File: config.mk
export PLATFORM = sky130hd
export DESIGN_NAME = divider_iterative
export DESIGN_NICKNAME = d
export VERILOG_FILES = /design/src/rtl/divider_pkg.sv /design/src/rtl/divider_step.sv /design/src/rtl/divider_iterative.sv
export SDC_FILE = /design/constraint.sdc
export NUM_CORES = 1
export LEC_CHECK = 0
export ABC_AREA = 1
export CAP_MARGIN = 10
export CORE_ASPECT_RATIO = 1.4
export CORE_MARGIN = 1
export CORE_UTILIZATION = 50
export DETAILED_ROUTE_END_ITERATION = 12
export GPL_TIMING_DRIVEN = 1
export PLACE_DENSITY_LB_ADDON = 0.3
export SLEW_MARGIN = 0
export SYNTH_ARGS = -nofsm -noshare
export SYNTH_HDL_FRONTEND = slang
export SYNTH_SLANG_ARGS = --single-unit
File: constraint.sdc
create_clock -name clk -period 2.3 [get_ports clk]
set_input_delay 0.69 -clock clk [delete_from_list [all_inputs] [get_ports clk]]
set_output_delay 0.69 -clock clk [all_outputs]
set_load 0.1 [all_outputs]
File: src/rtl/divider_pkg.sv
// Shared definitions for the iterative divider: FSM encoding and operand
// representation selectors.
package divider_pkg;

   // Controller states, in the order a normal division visits them.
   typedef enum logic [2:0] {
      StIdle,
      StPrep,
      StIter,
      StFix,
      StDone
   } div_state_e;

   // Values accepted by the REPRESENTATION parameter (8-character field).
   localparam logic [63:0] REP_UNSIGNED = "UNSIGNED";
   localparam logic [63:0] REP_SIGNED   = {16'h0000, "SIGNED"};

endpackage

File: src/rtl/divider_step.sv
// One restoring radix-2 division step: shift the next numerator bit into the
// partial remainder, subtract the divisor if it fits, emit one quotient bit.
module divider_step #(
   parameter int unsigned WIDTHN = 16,
   parameter int unsigned WIDTHD = 16
) (
   input  logic [WIDTHD-1:0] rem_in,
   input  logic [WIDTHN-1:0] num_in,
   input  logic [WIDTHD-1:0] den,
   output logic [WIDTHD-1:0] rem_out,
   output logic [WIDTHN-1:0] num_out
);

   logic [WIDTHD:0] partial;
   logic [WIDTHD:0] diff;
   logic            fits;
   logic            unused_diff_msb;

   // Remainder stays below den, so after a successful subtract the result
   // always fits back into WIDTHD bits and diff's top bit is zero.
   always_comb begin
      partial = {rem_in, num_in[WIDTHN-1]};
      diff    = partial - {1'b0, den};
      fits    = (partial >= {1'b0, den});
      rem_out = fits ? diff[WIDTHD-1:0] : partial[WIDTHD-1:0];
      // Quotient bits shift in from the bottom as numerator bits leave the top.
      num_out = {num_in[WIDTHN-2:0], fits};
   end

   assign unused_diff_msb = diff[WIDTHD];

endmodule

File: src/rtl/divider_iterative.sv
// Iterative restoring divider, one quotient bit per enabled cycle, with
// signed/unsigned operands, divide-by-zero and signed-overflow flags.
module divider_iterative
   import divider_pkg::*;
#(
   parameter int unsigned WIDTHN         = 16,
   parameter int unsigned WIDTHD         = 16,
   parameter logic [63:0] REPRESENTATION = REP_UNSIGNED
) (
   input  logic              clk,
   input  logic              reset,
   input  logic              clken,
   input  logic              in_valid,
   output logic              in_ready,
   input  logic [WIDTHN-1:0] numer,
   input  logic [WIDTHD-1:0] denom,
   output logic              out_valid,
   input  logic              out_ready,
   output logic [WIDTHN-1:0] quotient,
   output logic [WIDTHD-1:0] remain,
   output logic              div_by_zero,
   output logic              overflow
);

   localparam int unsigned       CntW       = $clog2(WIDTHN + 1);
   localparam bit                IsSigned   = (REPRESENTATION == REP_SIGNED);
   localparam logic [CntW-1:0]   LastIter   = CntW'(WIDTHN - 1);
   localparam logic [WIDTHN-1:0] NumMostNeg = {1'b1, {(WIDTHN - 1){1'b0}}};

   div_state_e state_q, state_d;

   logic [CntW-1:0]   cnt_q, cnt_d;
   // num_q holds the raw numerator, then its magnitude, then the quotient.
   logic [WIDTHN-1:0] num_q, num_d;
   logic [WIDTHD-1:0] den_q, den_d;
   logic [WIDTHD-1:0] rem_q, rem_d;
   logic              neg_q, neg_d;
   logic              dz_q, dz_d;
   logic              ovf_q, ovf_d;

   logic [WIDTHN-1:0] quotient_q, quotient_d;
   logic [WIDTHD-1:0] remain_q, remain_d;
   logic              div_by_zero_q, div_by_zero_d;
   logic              overflow_q, overflow_d;

   logic              num_neg;
   logic              den_neg;
   logic [WIDTHD-1:0] step_rem;
   logic [WIDTHN-1:0] step_num;

   assign num_neg = IsSigned & num_q[WIDTHN-1];
   assign den_neg = IsSigned & den_q[WIDTHD-1];

   divider_step #(
      .WIDTHN (WIDTHN),
      .WIDTHD (WIDTHD)
   ) u_step (
      .rem_in  (rem_q),
      .num_in  (num_q),
      .den     (den_q),
      .rem_out (step_rem),
      .num_out (step_num)
   );

   // Next-state and datapath decisions for each FSM state.
   always_comb begin
      state_d       = state_q;
      cnt_d         = cnt_q;
      num_d         = num_q;
      den_d         = den_q;
      rem_d         = rem_q;
      neg_d         = neg_q;
      dz_d          = dz_q;
      ovf_d         = ovf_q;
      quotient_d    = quotient_q;
      remain_d      = remain_q;
      div_by_zero_d = div_by_zero_q;
      overflow_d    = overflow_q;

      unique case (state_q)
         StIdle: begin
            if (in_valid) begin
               num_d         = numer;
               den_d         = denom;
               div_by_zero_d = 1'b0;
               overflow_d    = 1'b0;
               state_d       = StPrep;
            end
         end
         StPrep: begin
            num_d   = num_neg ? -num_q : num_q;
            den_d   = den_neg ? -den_q : den_q;
            neg_d   = num_neg ^ den_neg;
            dz_d    = (den_q == '0);
            ovf_d   = IsSigned && (num_q == NumMostNeg) && (den_q == '1);
            rem_d   = '0;
            cnt_d   = '0;
            state_d = (den_q == '0) ? StFix : StIter;
         end
         StIter: begin
            num_d = step_num;
            rem_d = step_rem;
            cnt_d = cnt_q + 1'b1;
            if (cnt_q == LastIter) begin
               state_d = StFix;
            end
         end
         StFix: begin
            if (dz_q) begin
               quotient_d = '1;
               remain_d   = '0;
            end else begin
               // Truncation toward zero: only the quotient takes the sign.
               quotient_d = neg_q ? -num_q : num_q;
               remain_d   = rem_q;
            end
            div_by_zero_d = dz_q;
            overflow_d    = ovf_q;
            state_d       = StDone;
         end
         StDone: begin
            if (out_ready) begin
               state_d = StIdle;
            end
         end
         default: begin
            state_d = StIdle;
         end
      endcase
   end

   // State register: reset wins over clken, clken low freezes everything.
   always_ff @(posedge clk) begin
      if (reset) begin
         state_q       <= StIdle;
         cnt_q         <= '0;
         num_q         <= '0;
         den_q         <= '0;
         rem_q         <= '0;
         neg_q         <= 1'b0;
         dz_q          <= 1'b0;
         ovf_q         <= 1'b0;
         quotient_q    <= '0;
         remain_q      <= '0;
         div_by_zero_q <= 1'b0;
         overflow_q    <= 1'b0;
      end else if (clken) begin
         state_q       <= state_d;
         cnt_q         <= cnt_d;
         num_q         <= num_d;
         den_q         <= den_d;
         rem_q         <= rem_d;
         neg_q         <= neg_d;
         dz_q          <= dz_d;
         ovf_q         <= ovf_d;
         quotient_q    <= quotient_d;
         remain_q      <= remain_d;
         div_by_zero_q <= div_by_zero_d;
         overflow_q    <= overflow_d;
      end
   end

   assign in_ready    = (state_q == StIdle);
   assign out_valid   = (state_q == StDone);
   assign quotient    = quotient_q;
   assign remain      = remain_q;
   assign div_by_zero = div_by_zero_q;
   assign overflow    = overflow_q;

endmodule

# Word-level counts from Yosys, hierarchy flattened
# Index checks and enable logic that the tools add are counted.
# totals
wordCells	48
reg_bits	91
output_inout_bits	36
inputBits	37
# op_classes
n_reduce_logical	12
eq_ne	8
addsub	2
magnitude_cmp	1
mux	15
# ops
operator	n
$mux 16	4
$pmux 16 s2	2
$ge 17x16->1	1
$logic_not 16->1	1
$sub 16x16->16	1
$pmux 3 s5	1
$pmux 5 s2	1
$mux 3	3
$reduce_and 3->1	3
$eq 3x2->1 const B	2
$reduce_and 2->1	3
$reduce_bool 2->1	3
$add 5x1->5 const B	1
$eq 5x4->1 const B	1
$ne 2x2->1 const B	2
$pmux 1 s2	2
$reduce_and 4->1	1
$eq 3x1->1 const B	1
$eq 3x3->1 const B	1
$logic_not 3->1	1
$mux 1	2
$ne 2x1->1 const B	1

# Longest topological paths before layout
# logic_depth
word_depth	3
depth_mapped	14
depth_no_buf	14

# By module
# Synthesis repeated with hierarchy kept, for this count alone.
# unflattened
hier_cells	758
area_unflattened_um2	5222.5
# by_module_without_submodules
mod	seq_area_each_um2	cells_each	n_inst	area_per_inst_um2
divider_iterative	1801.7	473	1	3747.3
divider_step	0.0	285	1	1475.2

# Worst setup path after synthesis
# No wires, ideal clock.
# synth_timing
path_type	register -> output
from	register state_q[2]
to	output out_valid
path_stages_with_launch	3
t_required_ns	1.610
setup_slack_ns	-0.875
arrival_time_ns	2.485
n_path_buf	0
cell_sequence	dfxtp_1 > inv_1 > nor3_1
# synth_between
elab_chain_cells	1
# synth_rtl
element	line	text
start, declared	divider_iterative.sv:30	div_state_e state_q, state_d;
start signal, assigned	divider_iterative.sv:135	state_q <= StIdle;
start signal, assigned	divider_iterative.sv:148	state_q <= state_d;
$eq 3x3->1	divider_iterative.sv:164	assign out_valid = (state_q == StDone);
end, declared	divider_iterative.sv:17	output logic out_valid,
# Every way passes these cells.

# Worst setup path after layout
# layout_timing
from	register num_q[15]
to	register rem_q[14]
# layout_between
elab_chain_cells	3
word_cells_on_any_way	4
classes_between	add/sub: 1; order compare: 1; mux: 2
# layout_rtl
element	line	text
start, declared	divider_iterative.sv:34	logic [WIDTHN-1:0] num_q, num_d;
start signal, assigned	divider_iterative.sv:150	num_q <= num_d;
$sub 16x16->16 or $ge 17x16->1 (tied branches)	divider_step.sv:23, divider_step.sv:24	
$mux 16 (*)	divider_step.sv:25	rem_out = fits ? diff[WIDTHD-1:0] : partial[WIDTHD-1:0];
$pmux 16 s2 (*)	divider_iterative.sv:80	unique case (state_q)
end signal, assigned	divider_iterative.sv:152	rem_q <= rem_d;
end, declared	divider_iterative.sv:36	logic [WIDTHD-1:0] rem_q, rem_d;
# Every way passes the cells marked *; elsewhere a longest branch is shown, timed or not.
# A chain may end at the register's enable or synchronous reset.

==> impl_metrics.csv <==
group,metric,value,unit
logic_synthesis,synth_ff_type,"dfxtp_1",
place,hpwl,9640,um
worst_setup_path,ff2ff_path_depth,13,
logic_synthesis,synth_seq_area_share,37.2,%
worst_setup_path,r2r-start,"num_q[15]",
worst_setup_path,r2r_end,"rem_q[14]",
sta,finalCritPeriodShare,92.7,%
drt,routed_wl,13000,um
cts,cts_buffer_depth,2,
logic_synthesis,yosys.area.top_type,"dfxtp_1",
sta,max_freq,469,MHz
pwr,p_total,5.20,mW
worst_setup_path,crit_required,2530,ps
cts,cts_max_level,3,
cells_and_area,layout.nets,804,
cts,cts_tree,"yes",
cells_and_area,areaGrowthSynthToFinish,22.5,%
outcome,status,"finished clean",
logic_synthesis,syn_nets,741,
cells_and_area,fillCellCount,848,
worst_setup_path,crit_arrival,2360,ps
floorplanning,core-area,0.00941,sq mm
hold_path,min_path_type,"register to register",
floorplanning,dieArea,0.0101,sq mm
global_routing,grt.overflow.total,0,
sta,hold_viol,0,
worst_setup_path,worstSetupPathType,"register to register",
drt,vias,4760,
logic_synthesis,yosysTopAreaCellShare,37.2,%
drt,wl_met3,561,um
sta,rsz0062_at_grt,"false",
logic_synthesis,synth_area,0.00484,sq mm
place,placed_area,0.00560,sq mm
cts,clk_latency,340,ps
worst_setup_path,reg2reg_slack,170,ps
floorplanning,initial_utilization,51.5,%
drt,m1WireLength,5230,um
drt,antenna_left,0,
global_routing,grt_first_pass_wirelength,21700,um
cts,clock_sinks,90,
logic_synthesis,yosysMostFrequentCell,"nand2_1",
global_routing,track_usage,27.4,%
floorplanning,die_h,118,um
drt,wl_met2,6730,um
pwr,power.density,877,mW/mm^2
worst_setup_path,startpoint,"num_q[15]",
logic_synthesis,synth-seq-cells,90,
cells_and_area,final_area,0.00593,sq mm
drt,drt_iter0_markers,254,
cts,cts_resized,0,
worst_setup_path,critPathCapture,"rem_q[14]",
cells_and_area,post-route-util,63.1,%
cts,cts_root_buf,"clkbuf_16",
drt,dr.max_layer_used,"met4",
logic_synthesis,yosysWarnings,0,
worst_setup_path,crit_path_max_fanout,4,
logic_synthesis,yosys-top-cells-area,"dfxtp_1, nand2_1, inv_1",
sta,fin_hold_ws,479,ps
floorplanning,row_count,42,
floorplanning,ioPinCount,73,
sta,tightest_slew,538,ps
sta,finalCriticalPeriod,2130,ps
global_routing,antenna_found_initial,0,
drt,avgViaCountPerCell,5.52,
cts,ctsHoldBuffers,0,
run,drv_cap,0,
worst_setup_path,start_kind,"register",
sta,relSlewSlack,64.1,%
logic_synthesis,synth_common_cells,"nand2_1, dfxtp_1, inv_1",
cells_and_area,antenna_cells,0,
worst_setup_path,critPathCaptureType,"register",
sta,tns,0,ps
logic_synthesis,avgSynthCellArea,7.07,sq um
drt,drc,0,
cts,clk_pin_slew_worst_paths,60,ps
logic_synthesis,async_flop_share,0,%
cts,cts_inserted_buffers,9,
cells_and_area,drive_above_1_share,13.9,%
cells_and_area,multi_input_area,0.00258,sq mm
global_routing,grt_start_max_net_pins,53,
logic_synthesis,synth_edf_count,0,
global_routing,grt_pass1_vias,4601,
cells_and_area,seqCellArea,0.00180,sq mm
sta,final_max_slew_viol_count,0,
drt,dr.pass1.iters,5,
cts,postCtsSetupRepairBufs,0,
logic_synthesis,synthCells,685,
pwr,p_leak,2.71,nW
drt,routedWlPerCell,15.1,um
pwr,ir_worst_vdd,0.591,mV
floorplanning,die_w,85.2,um
place,port_buffers,71,
logic_synthesis,synth.distinct_cells,39,
place,gp_congestion,0.896,
sta,setup_violations,0,
sta,worst_clock_skew,6.85,ps
worst min-delay path by stage:
stage          startpoint        to  slack [ps]  cells after the start
2_1_floorplan    cnt_q[2]  cnt_q[2]         440                      1
5_1_grt          cnt_q[4]  cnt_q[4]         510                      2
4_1_cts          cnt_q[2]  cnt_q[2]         480                      1
3_3_place_gp     cnt_q[4]  cnt_q[4]         460                      2
6_report         cnt_q[2]  cnt_q[2]         480                      1
3_5_place_dp     cnt_q[2]  cnt_q[2]         460                      1
routing by layer:
layer | GRT usage, % | vias up
li1 | - | 2373
met1 | 31.0 | 2216
met2 | 48.2 | 138
met3 | 4.61 | 33
met4 | 14.7 | 0
met5 | 0 | -
layout make-up:
cell class              count  share of cell area, %
clock buffers               9                   3.80
clock inverters             7                   1.67
inverters                  82                   5.19
multi-input cells         481                   43.5
flip-flops and latches     90                   30.4
well taps                 110                   2.32
repair buffers             84                   13.2
per-stage QoR:
| step | instances | setup slack [ps] |
|---|---|---|
| 3_5_place_dp | 847 | 92.5 |
| 6_report | 863 | 169 |
| 5_1_grt | 863 | 21.9 |
| 3_3_place_gp | 847 | 154 |
| 4_1_cts | 863 | 101 |
| 2_1_floorplan | 685 | 7.44 |
logic make-up (layout without fill, tap and decap cells):
group / after synthesis / count (layout) / synth area share, %
simple gates: 313 / 313 / 30.1
compound gates: 140 / 140 / 16.4
buf+inv: 114 / 182 / 9.74
flops: 90 / 90 / 37.2
fa+ha+maj: 19 / 19 / 5.07
xor+xnor: 8 / 8 / 1.45
other cells: 1 / 1 / 0.0775
sequential cells by signal (all words and copies together), names as in the netlist:
register,count
remain,16
cnt_q,5
den_q,16
div_by_zero,1
quotient,16
rem_q,16
dz_q,1
state_q,3
num_q,16
cells in the final DEF (no fill, tap or decap), types with 2 or more instances in the layout:
cell / netlist / routed
xor2_1: 3 / 3
or2_2: 2 / 2
nand4_1: 9 / 9
bufinv_16: 0 / 2
nor2_2: 3 / 3
nor2_4: 4 / 4
clkbuf_16: 0 / 9
a22oi_1: 16 / 16
inv_1: 80 / 80
dfxtp_1: 90 / 90
a21oi_2: 3 / 3
a21oi_1: 45 / 45
nor3_2: 1 / 2
nand2_4: 2 / 2
nand2_1: 149 / 149
inv_6: 0 / 3
nor3_1: 21 / 20
a31oi_1: 17 / 17
clkdlybuf4s50_1: 0 / 36
nand2_2: 18 / 18
nand3_1: 39 / 38
xnor2_1: 5 / 5
o21ai_0: 54 / 54
nand3_2: 2 / 3
nand3b_1: 11 / 11
o211ai_1: 2 / 2
inv_2: 2 / 2
buf_4: 2 / 43
buf_12: 0 / 5
nor2_1: 49 / 49
ha_1: 18 / 18
worst max-delay path: stages (launching register included):
cell     delay [ps]
dfxtp_1         330
inv_1            80
ha_1            230
fa_1            420
inv_1           110
nand3_1          90
nand3_2         140
nand2_1          70
nand2_1         100
nand2_1         120
nand3_1         110
nand3_1         100
nand2_1          90
a21oi_1          50
where the power goes:
| group | switching (mW) | internal (mW) | total, mW |
|---|---|---|---|
| clock network | 0.634 | 0.961 | 1.60 |
| registers | 0.0823 | 1.66 | 1.74 |
| logic | 1.21 | 0.657 | 1.86 |
| total | 1.92 | 3.28 | 5.20 |
No activity file was read; power rests on OpenSTA's default activity.
